File: config.mk
export PLATFORM = sky130hd
export DESIGN_NAME = multi_bus_sync
export DESIGN_NICKNAME = d
export VERILOG_FILES = /design/src/rtl/bus_sync_pkg.sv /design/src/rtl/bus_sync_channel.sv /design/src/rtl/multi_bus_sync.sv
export SDC_FILE = /design/constraint.sdc
export NUM_CORES = 1
export LEC_CHECK = 0
export ABC_AREA = 1
export CAP_MARGIN = 40
export CORE_MARGIN = 2
export CORE_UTILIZATION = 52
export DETAILED_ROUTE_END_ITERATION = 8
export GPL_ROUTABILITY_DRIVEN = 0
export PLACE_DENSITY = 0.85
export SYNTH_ARGS = -nofsm -noshare
export SYNTH_HDL_FRONTEND = slang
export SYNTH_HIERARCHICAL = 1
export SYNTH_SLANG_ARGS = --single-unit
export TNS_END_PERCENT = 50
File: constraint.sdc
create_clock -name clk -period 1.46 [get_ports clk]
set_input_delay 0.292 -clock clk [delete_from_list [all_inputs] [get_ports clk]]
set_output_delay 0.292 -clock clk [all_outputs]
set_load 0.1 [all_outputs]
File: src/rtl/bus_sync_pkg.sv
// Shared types and sizing helpers for the multi-channel slow-bus synchroniser.
// Optional commit counters are enabled by defining SYNC_EVENT_CNT_EN.
package bus_sync_pkg;

  typedef enum logic {IDLE, SETTLE} bus_sync_state_t;

  localparam int EVT_CNT_W = 16;

  function automatic int cnt_w(input int n);
    return $clog2(n + 1);
  endfunction

endpackage

File: src/rtl/bus_sync_channel.sv
// One channel: N-flop sync chain, then a stability qualifier that commits a word only after it holds.
// SYNC_EVENT_CNT_EN adds a 16-bit saturating count of commits on port evt_cnt.
module bus_sync_channel
  import bus_sync_pkg::*;
#(
  parameter int W             = 12,
  parameter int SYNC_STAGES   = 2,
  parameter int STABLE_CYCLES = 3
) (
  input  logic                 clk,
  input  logic                 reset_n,
  input  logic [W-1:0]         async_data,
  output logic [W-1:0]         sync_data,
  output logic                 update_pulse,
  output logic                 settling
`ifdef SYNC_EVENT_CNT_EN
  ,
  output logic [EVT_CNT_W-1:0] evt_cnt
`endif
);

  if (SYNC_STAGES < 2) begin : g_bad_sync_stages
    $error("bus_sync_channel: SYNC_STAGES must be >= 2");
  end
  if (STABLE_CYCLES < 2) begin : g_bad_stable_cycles
    $error("bus_sync_channel: STABLE_CYCLES must be >= 2");
  end

  localparam int CNT_W = cnt_w(STABLE_CYCLES);
  localparam logic [CNT_W-1:0] CNT_LAST = CNT_W'(STABLE_CYCLES - 1);
  localparam logic [CNT_W-1:0] CNT_ONE  = CNT_W'(1);

  logic [SYNC_STAGES-1:0][W-1:0] chain;
  logic [W-1:0]                  s;
  bus_sync_state_t               state_q, state_d;
  logic [W-1:0]                  cand_q, cand_d;
  logic [CNT_W-1:0]              cnt_q, cnt_d;
  logic [W-1:0]                  data_q, data_d;
  logic                          pulse_q, pulse_d;
  logic                          settling_q;

  assign s = chain[SYNC_STAGES-1];

  always_ff @(posedge clk or negedge reset_n) begin
    if (!reset_n) begin
      chain <= '0;
    end else begin
      chain <= {chain[SYNC_STAGES-2:0], async_data};
    end
  end

  always_ff @(posedge clk or negedge reset_n) begin
    if (!reset_n) begin
      state_q    <= IDLE;
      cand_q     <= '0;
      cnt_q      <= '0;
      data_q     <= '0;
      pulse_q    <= 1'b0;
      settling_q <= 1'b0;
    end else begin
      state_q    <= state_d;
      cand_q     <= cand_d;
      cnt_q      <= cnt_d;
      data_q     <= data_d;
      pulse_q    <= pulse_d;
      settling_q <= (state_d == SETTLE);
    end
  end

  // A candidate that falls back to the committed word is a rejected glitch;
  // any other new value restarts the stability count.
  always_comb begin
    state_d = state_q;
    cand_d  = cand_q;
    cnt_d   = cnt_q;
    data_d  = data_q;
    pulse_d = 1'b0;
    case (state_q)
      IDLE: begin
        if (s != data_q) begin
          cand_d  = s;
          cnt_d   = CNT_ONE;
          state_d = SETTLE;
        end
      end
      SETTLE: begin
        if (s == cand_q) begin
          if (cnt_q == CNT_LAST) begin
            data_d  = cand_q;
            pulse_d = 1'b1;
            state_d = IDLE;
          end else begin
            cnt_d = cnt_q + CNT_ONE;
          end
        end else if (s == data_q) begin
          state_d = IDLE;
        end else begin
          cand_d = s;
          cnt_d  = CNT_ONE;
        end
      end
      default: state_d = IDLE;
    endcase
  end

  assign sync_data    = data_q;
  assign update_pulse = pulse_q;
  assign settling     = settling_q;

`ifdef SYNC_EVENT_CNT_EN
  logic [EVT_CNT_W-1:0] evt_q;

  always_ff @(posedge clk or negedge reset_n) begin
    if (!reset_n) begin
      evt_q <= '0;
    end else if (pulse_d && (evt_q != {EVT_CNT_W{1'b1}})) begin
      evt_q <= evt_q + EVT_CNT_W'(1);
    end
  end

  assign evt_cnt = evt_q;
`endif

endmodule

File: src/rtl/multi_bus_sync.sv
// Top level: CH fully independent bus_sync_channel instances on one clock.
// SYNC_EVENT_CNT_EN exposes the per-channel commit counters on evt_cnt.
module multi_bus_sync
  import bus_sync_pkg::*;
#(
  parameter int W             = 12,
  parameter int CH            = 1,
  parameter int SYNC_STAGES   = 2,
  parameter int STABLE_CYCLES = 3
) (
  input  logic                    clk,
  input  logic                    reset_n,
  input  logic [CH*W-1:0]         async_data,
  output logic [CH*W-1:0]         sync_data,
  output logic [CH-1:0]           update_pulse,
  output logic [CH-1:0]           settling
`ifdef SYNC_EVENT_CNT_EN
  ,
  output logic [CH*EVT_CNT_W-1:0] evt_cnt
`endif
);

  for (genvar c = 0; c < CH; c++) begin : g_ch
    bus_sync_channel #(
      .W             (W),
      .SYNC_STAGES   (SYNC_STAGES),
      .STABLE_CYCLES (STABLE_CYCLES)
    ) u_ch (
      .clk          (clk),
      .reset_n      (reset_n),
      .async_data   (async_data[c*W +: W]),
      .sync_data    (sync_data[c*W +: W]),
      .update_pulse (update_pulse[c]),
      .settling     (settling[c])
`ifdef SYNC_EVENT_CNT_EN
      ,
      .evt_cnt      (evt_cnt[c*EVT_CNT_W +: EVT_CNT_W])
`endif
    );
  end

endmodule

## Yosys cells after proc, flatten, opt, wreduce, memory -nomap -nowiden

Index checks and enable logic that the tools add are counted.

- $add $sub $neg: 1
- Multiply operators: 0
- Divide/modulo/power cells: 0
- Order comparisons: 0
- Equal/unequal tests: 9
- Shift-type cells: 0
- Muxes and demuxes: 17
- Bitwise gates (word level): 1
- Reduce and logical (&&, ||, !) cells: 3

Operators by type and width:

| operator | number |
|---|---|
| $mux W12 | 3 |
| $eq A12 B12 Y1 | 2 |
| $pmux W12 S2 | 1 |
| $ne A12 B12 Y1 | 1 |
| $reduce_and A3 Y1 | 3 |
| $mux W2 | 4 |
| $mux W1 | 7 |
| $ne A3 B3 Y1 const B | 2 |
| $ne A2 B2 Y1 const B | 2 |
| $pmux W2 S2 | 1 |
| $add A2 B1 Y2 const B | 1 |
| $eq A2 B2 Y1 const B | 1 |
| $ne A2 B1 Y1 const B | 1 |
| $pmux W1 S2 | 1 |
| $not A1 Y1 | 1 |

- Register bits after elaboration: 52
- Latch bits: 0
- RAM bits: 0
- Memory bits (read-only): 0
- Input port bits: 14
- Output and inout bits: 14
- Logic and storage cells: 38
- Memories: 0

## Logic depth before layout (Yosys ltp)

- Depth after elaboration: 4
- Gate-level depth with buffers: 11
- Mapped depth without buffers: 11

## Worst setup path before layout

OpenSTA, ideal clock, no wires.

- Path type: register to register
- Start point: register, netlist name g_ch[0].u_ch/settling
- End point: register g_ch[0].u_ch.data_q[10]
- Library setup time: 0.123 ns
- Arrival: 1.758 ns
- Required time: 1.337 ns
- Path slack: -0.420 ns
- Cell stages (with the launch flop): 9
- Buffers on the path: 1
- Period minus slack after synthesis: 1.880 ns
- Cells stage by stage: dfrtp_1 -> nand2_1 -> inv_1 -> nand3_1 -> nor2_4 -> nand3_4 -> buf_6 -> nand2_1 -> o21ai_2

RTL lines:

| what | line | RTL |
|---|---|---|
| end signal, assigned | bus_sync_channel.sv:64 | `data_q <= data_d;` |
| end, declared | bus_sync_channel.sv:38 | `logic [W-1:0] data_q, data_d;` |

## Worst setup path in the final report

- Start point: register g_ch[0].u_ch.chain, in the netlist g_ch[0].u_ch/s[5]
- End point: register g_ch[0].u_ch.cnt_q[1]

- Cells in the longest elaborated chain, start to end: 3
- Elaborated cells on any way between the ends: 9
- Classes of those cells: eq/ne: 6; mux: 2; reduce/logical: 1

RTL lines:

| what | line | RTL |
|---|---|---|
| start, declared | bus_sync_channel.sv:33 | `logic [SYNC_STAGES-1:0][W-1:0] chain;` |
| start signal, assigned | bus_sync_channel.sv:48 | `chain <= {chain[SYNC_STAGES-2:0], async_data};` |
| $eq A12 B12 Y1 (tied with other cells) | bus_sync_channel.sv:87 | `if (s == cand_q) begin` |
| $ne A3 B3 Y1 (no line) (tied with other cells) | - |  |
| $reduce_and A3 Y1 (no line) / $pmux W2 S2 (equally long branches) | - |  |
| end signal, assigned | bus_sync_channel.sv:63 | `cnt_q <= cnt_d;` |
| end, declared | bus_sync_channel.sv:37 | `logic [CNT_W-1:0] cnt_q, cnt_d;` |

Parallel ways exist; a longest one is shown, timed or not.
A chain may end at the register's enable or synchronous reset.

==> results.md <==
* Outcome: finished, violations left
* Failing checks: setup timing
* Ys flop type: dfrtp_1
* Crit path max fanout at 6
* Combinational share of power at 11.1%
* Tmin final at 1.651 ns
* CTS Sinks at 52
* CP required at 1.71 ns
* Initial antenna violation count at 0
* Power density cells at 820.9 nW/um2
* Placed insts at 355
* Worst-skew pair later-pin latency at 0.31 ns
* Initial drt markers at 168
* R2R setup slack at -0.19 ns
* CTS HTree Levels at 2
* Startpoint Class: flop
* Int Power at 2.015 mW
* Width of the die at 69.72 um
* Worst slew pin tran at 0.2750 ns
* Sequential share of power at 57.1%
* Largest net degree at the start of global routing at 53
* Fmax at 605.8 MHz
* Post-Synthesis Cells at 250
* VDD IR max at 0.0006789 V
* Post-route insts no fill at 369
* Die height at 69.72 um
* Final Skew at 0.007629 ns
* Hold Vio Cnt, Final at 0
* RSZ-0062 raised after global routing: yes
* Setup violations, final at 27
* Hold WC Path Type: reg2reg
* Syn avg cell area at 8.984 um2
* Worst setup margin at -0.1908 ns
* Share of cells above drive strength 1 at 42.63%
* Final Max Tran Viols at 0
* Total CTS buffers at 5
* Buffers on Ports at 27
* Initial DRT Pass Iterations at 4
* Initial Util at 54.96%
* Vias in the first global route at 1880
* Most area-hungry cell type in the Yosys netlist: dfrtp_1
* Core Footprint at 4086 um2
* Die Area at 4861 um2
* I/O pin count at 28
* Placed inst area at 2973 um2
* Count leader, synth: nand2_1
* Area Growth Syn to Fin at 45.96%
* Deepest clock path buffer count at 2
* Hold WS at 0.3566 ns
* Vias per cell at 5.136
* Fill count at 232
* Routed len/inst at 14.51 um
* Ys async rst share at 100.0%
* CTS tree: built
* Routed vias at 1895
* FF+latch count, synth at 52
* Ratio of final minimum period to clock period at 113.1%
* Crit path DAT at 1.90 ns
* CP endpoint kind: flop
* Worst rel slew slack at 81.67%
* Global route total overflow at 0
* Total power at 2.691 mW
* Post-Route WL at 5356 um
* Sequential area share after synthesis at 57.94%
* Post-synth EDFFs at 0
* Warning count from the yosys run at 6
* Global-route wire length before repair at 8383 um
* Most frequent cells after synthesis: 101 x nand2_1, 52 x dfrtp_1, 21 x inv_1, 14 x nor2_1, 13 x inv_2
* Setup TNS at -2.698 ns
* Antenna Cells at 0
* Synth Net Count at 265
* Num rows at 23
* CTS clk-pin slew, worst paths at 0.09 ns
* Nets at 333
* Mapped Area at 2246 um2
* Final HPWL DP at 3300 um
* Clk network pwr share at 31.7%
* Pleak at 1.555 nW
* Post-route cell area at 3278 um2
* P_sw at 0.6761 mW
* Synth unique cells at 17
* Post-route ant nets at 0
* Synth area leaders: dfrtp_1 58%, nand2_1 17%, o21ai_2 4.3%
* DRC at 0
* CTS Root Cell: clkbuf_8
* Switching Fraction at 25.12%
* Global Route Usage Sum at 21.97%
* Max-cap violation count at 0
* Setup CP Type: reg2reg
* Share of the synthesized area in the top cell type at 57.94%
sequential cells by signal, indices dropped and copies added (netlist names):
| signal | count |
|---|---|
| g_ch.u_ch/sync_data | 12 |
| g_ch.u_ch/s | 12 |
| g_ch.u_ch/cand_q | 12 |
| g_ch.u_ch/settling | 1 |
| g_ch.u_ch/chain | 12 |
| g_ch.u_ch/update_pulse | 1 |
| g_ch.u_ch/cnt_q | 2 |
stage by stage:
stage          setup WS [ns]  util (%)
6_report             -0.1908     80.22
5_1_grt              -0.2938     80.22
4_1_cts             -0.01854     77.34
3_5_place_dp        -0.05988     72.75
3_3_place_gp         0.03233     72.75
2_1_floorplan     -0.0005622         -
layout make-up:
cell class	instances	area (um2)	area share [%]
sequential	52	1351	41.22
timing repair buffer	65	747.0	22.79
clock buffer	6	82.58	2.519
multi-input combinational	160	892.1	27.21
inverter	34	127.6	3.893
tap	50	62.56	1.908
clock inverter	2	15.01	0.4580
layer usage:
layer	global-route usage (%)	vias up	wire, um
met5	0	-	0
met4	8.547	0	128
met3	4.942	13	233
met2	39.10	57	2866
met1	25.77	927	2127
li1	-	898	-
layout by cell type (no fill, tap or decap):
cell type and count:
nand4_1 2, buf_6 7, nor2_1 9, dfrtp_2 1, buf_4 27, nand3_4 1
buf_12 15, ha_1 1, nand2_1 83, dfrtp_1 38, nand2_4 2, nor2_4 3
nand3_1 2, o21ai_0 1, xnor2_1 6, o21ai_2 17, xnor2_2 2, inv_2 13
buf_2 1, inv_1 21, o21ai_1 6, nand3_2 3, nand2_2 17, dlygate4sd3_1 1
clkbuf_8 6, clkinvlp_4 2, clkdlybuf4s50_1 12, dfrtp_4 13, nand3b_1 1, nor2_2 4
buf_8 2
critical path, cell delays in order (launching register included):
cell and delay (ns):
dfrtp_1 0.41, inv_2 0.09, nand2_2 0.10, buf_4 0.12
nand2_1 0.04, nor2_1 0.11, nand2_1 0.08, nor2_1 0.11
nand2_1 0.10, nand2_4 0.14, buf_6 0.14, nand3_2 0.07
nand2_1 0.07
worst paths after layout:
| check | from | to | cells past startpoint |
|---|---|---|---|
| setup / recovery | g_ch[0].u_ch/s[5]$_DFF_PN0_ | g_ch[0].u_ch/cnt_q[1]$_DFFE_PN0P_ | 12 |
| hold / removal | g_ch[0].u_ch/chain[7]$_DFF_PN0_ | g_ch[0].u_ch/s[7]$_DFF_PN0_ | 0 |
| setup reg to reg | g_ch[0].u_ch/s[5]$_DFF_PN0_ | g_ch[0].u_ch/cnt_q[1]$_DFFE_PN0P_ | 12 |
| hold reg to reg | g_ch[0].u_ch/chain[7]$_DFF_PN0_ | g_ch[0].u_ch/s[7]$_DFF_PN0_ | 0 |
| max in group asynchronous | reset_n | g_ch[0].u_ch/settling$_DFF_PN0_ | 3 |
| min in group asynchronous | reset_n | g_ch[0].u_ch/update_pulse$_DFF_PN0_ | 3 |
logic make-up (layout without fill, tap and decap cells):
family / count (synthesis) / count (layout) / synth area share, %
buffers and inverters: 38 / 107 / 7.688
adders and majority gates: 1 / 1 / 0.5570
and+or+nand+nor: 127 / 127 / 23.51
AOI/OAI and AO/OA: 24 / 24 / 7.186
DFF: 52 / 52 / 57.94
xor gates and xnor gates: 8 / 8 / 3.120
power groups by stage:
stage / Sequential, mW / Combinational, mW / Clock (mW)
4_1_cts: 1.53 / 0.265 / 0.868
3_3_place_gp: 1.56 / 0.238 / 0
2_1_floorplan: 1.55 / 0.113 / 0
6_report: 1.54 / 0.300 / 0.853
5_1_grt: 1.54 / 0.328 / 0.919
3_5_place_dp: 1.56 / 0.248 / 0
timing repair:
item | in CTS | in global routing
hold buffers | 1 | 0
buffers inserted | 2 | 3
resized for setup | 24 | 33
pin swaps | 7 | 10
endpoints found under the hold margin | 52 | 0
setup endpoints to repair | 26 | 28
Note: power is estimated with default switching activity, not from simulation.
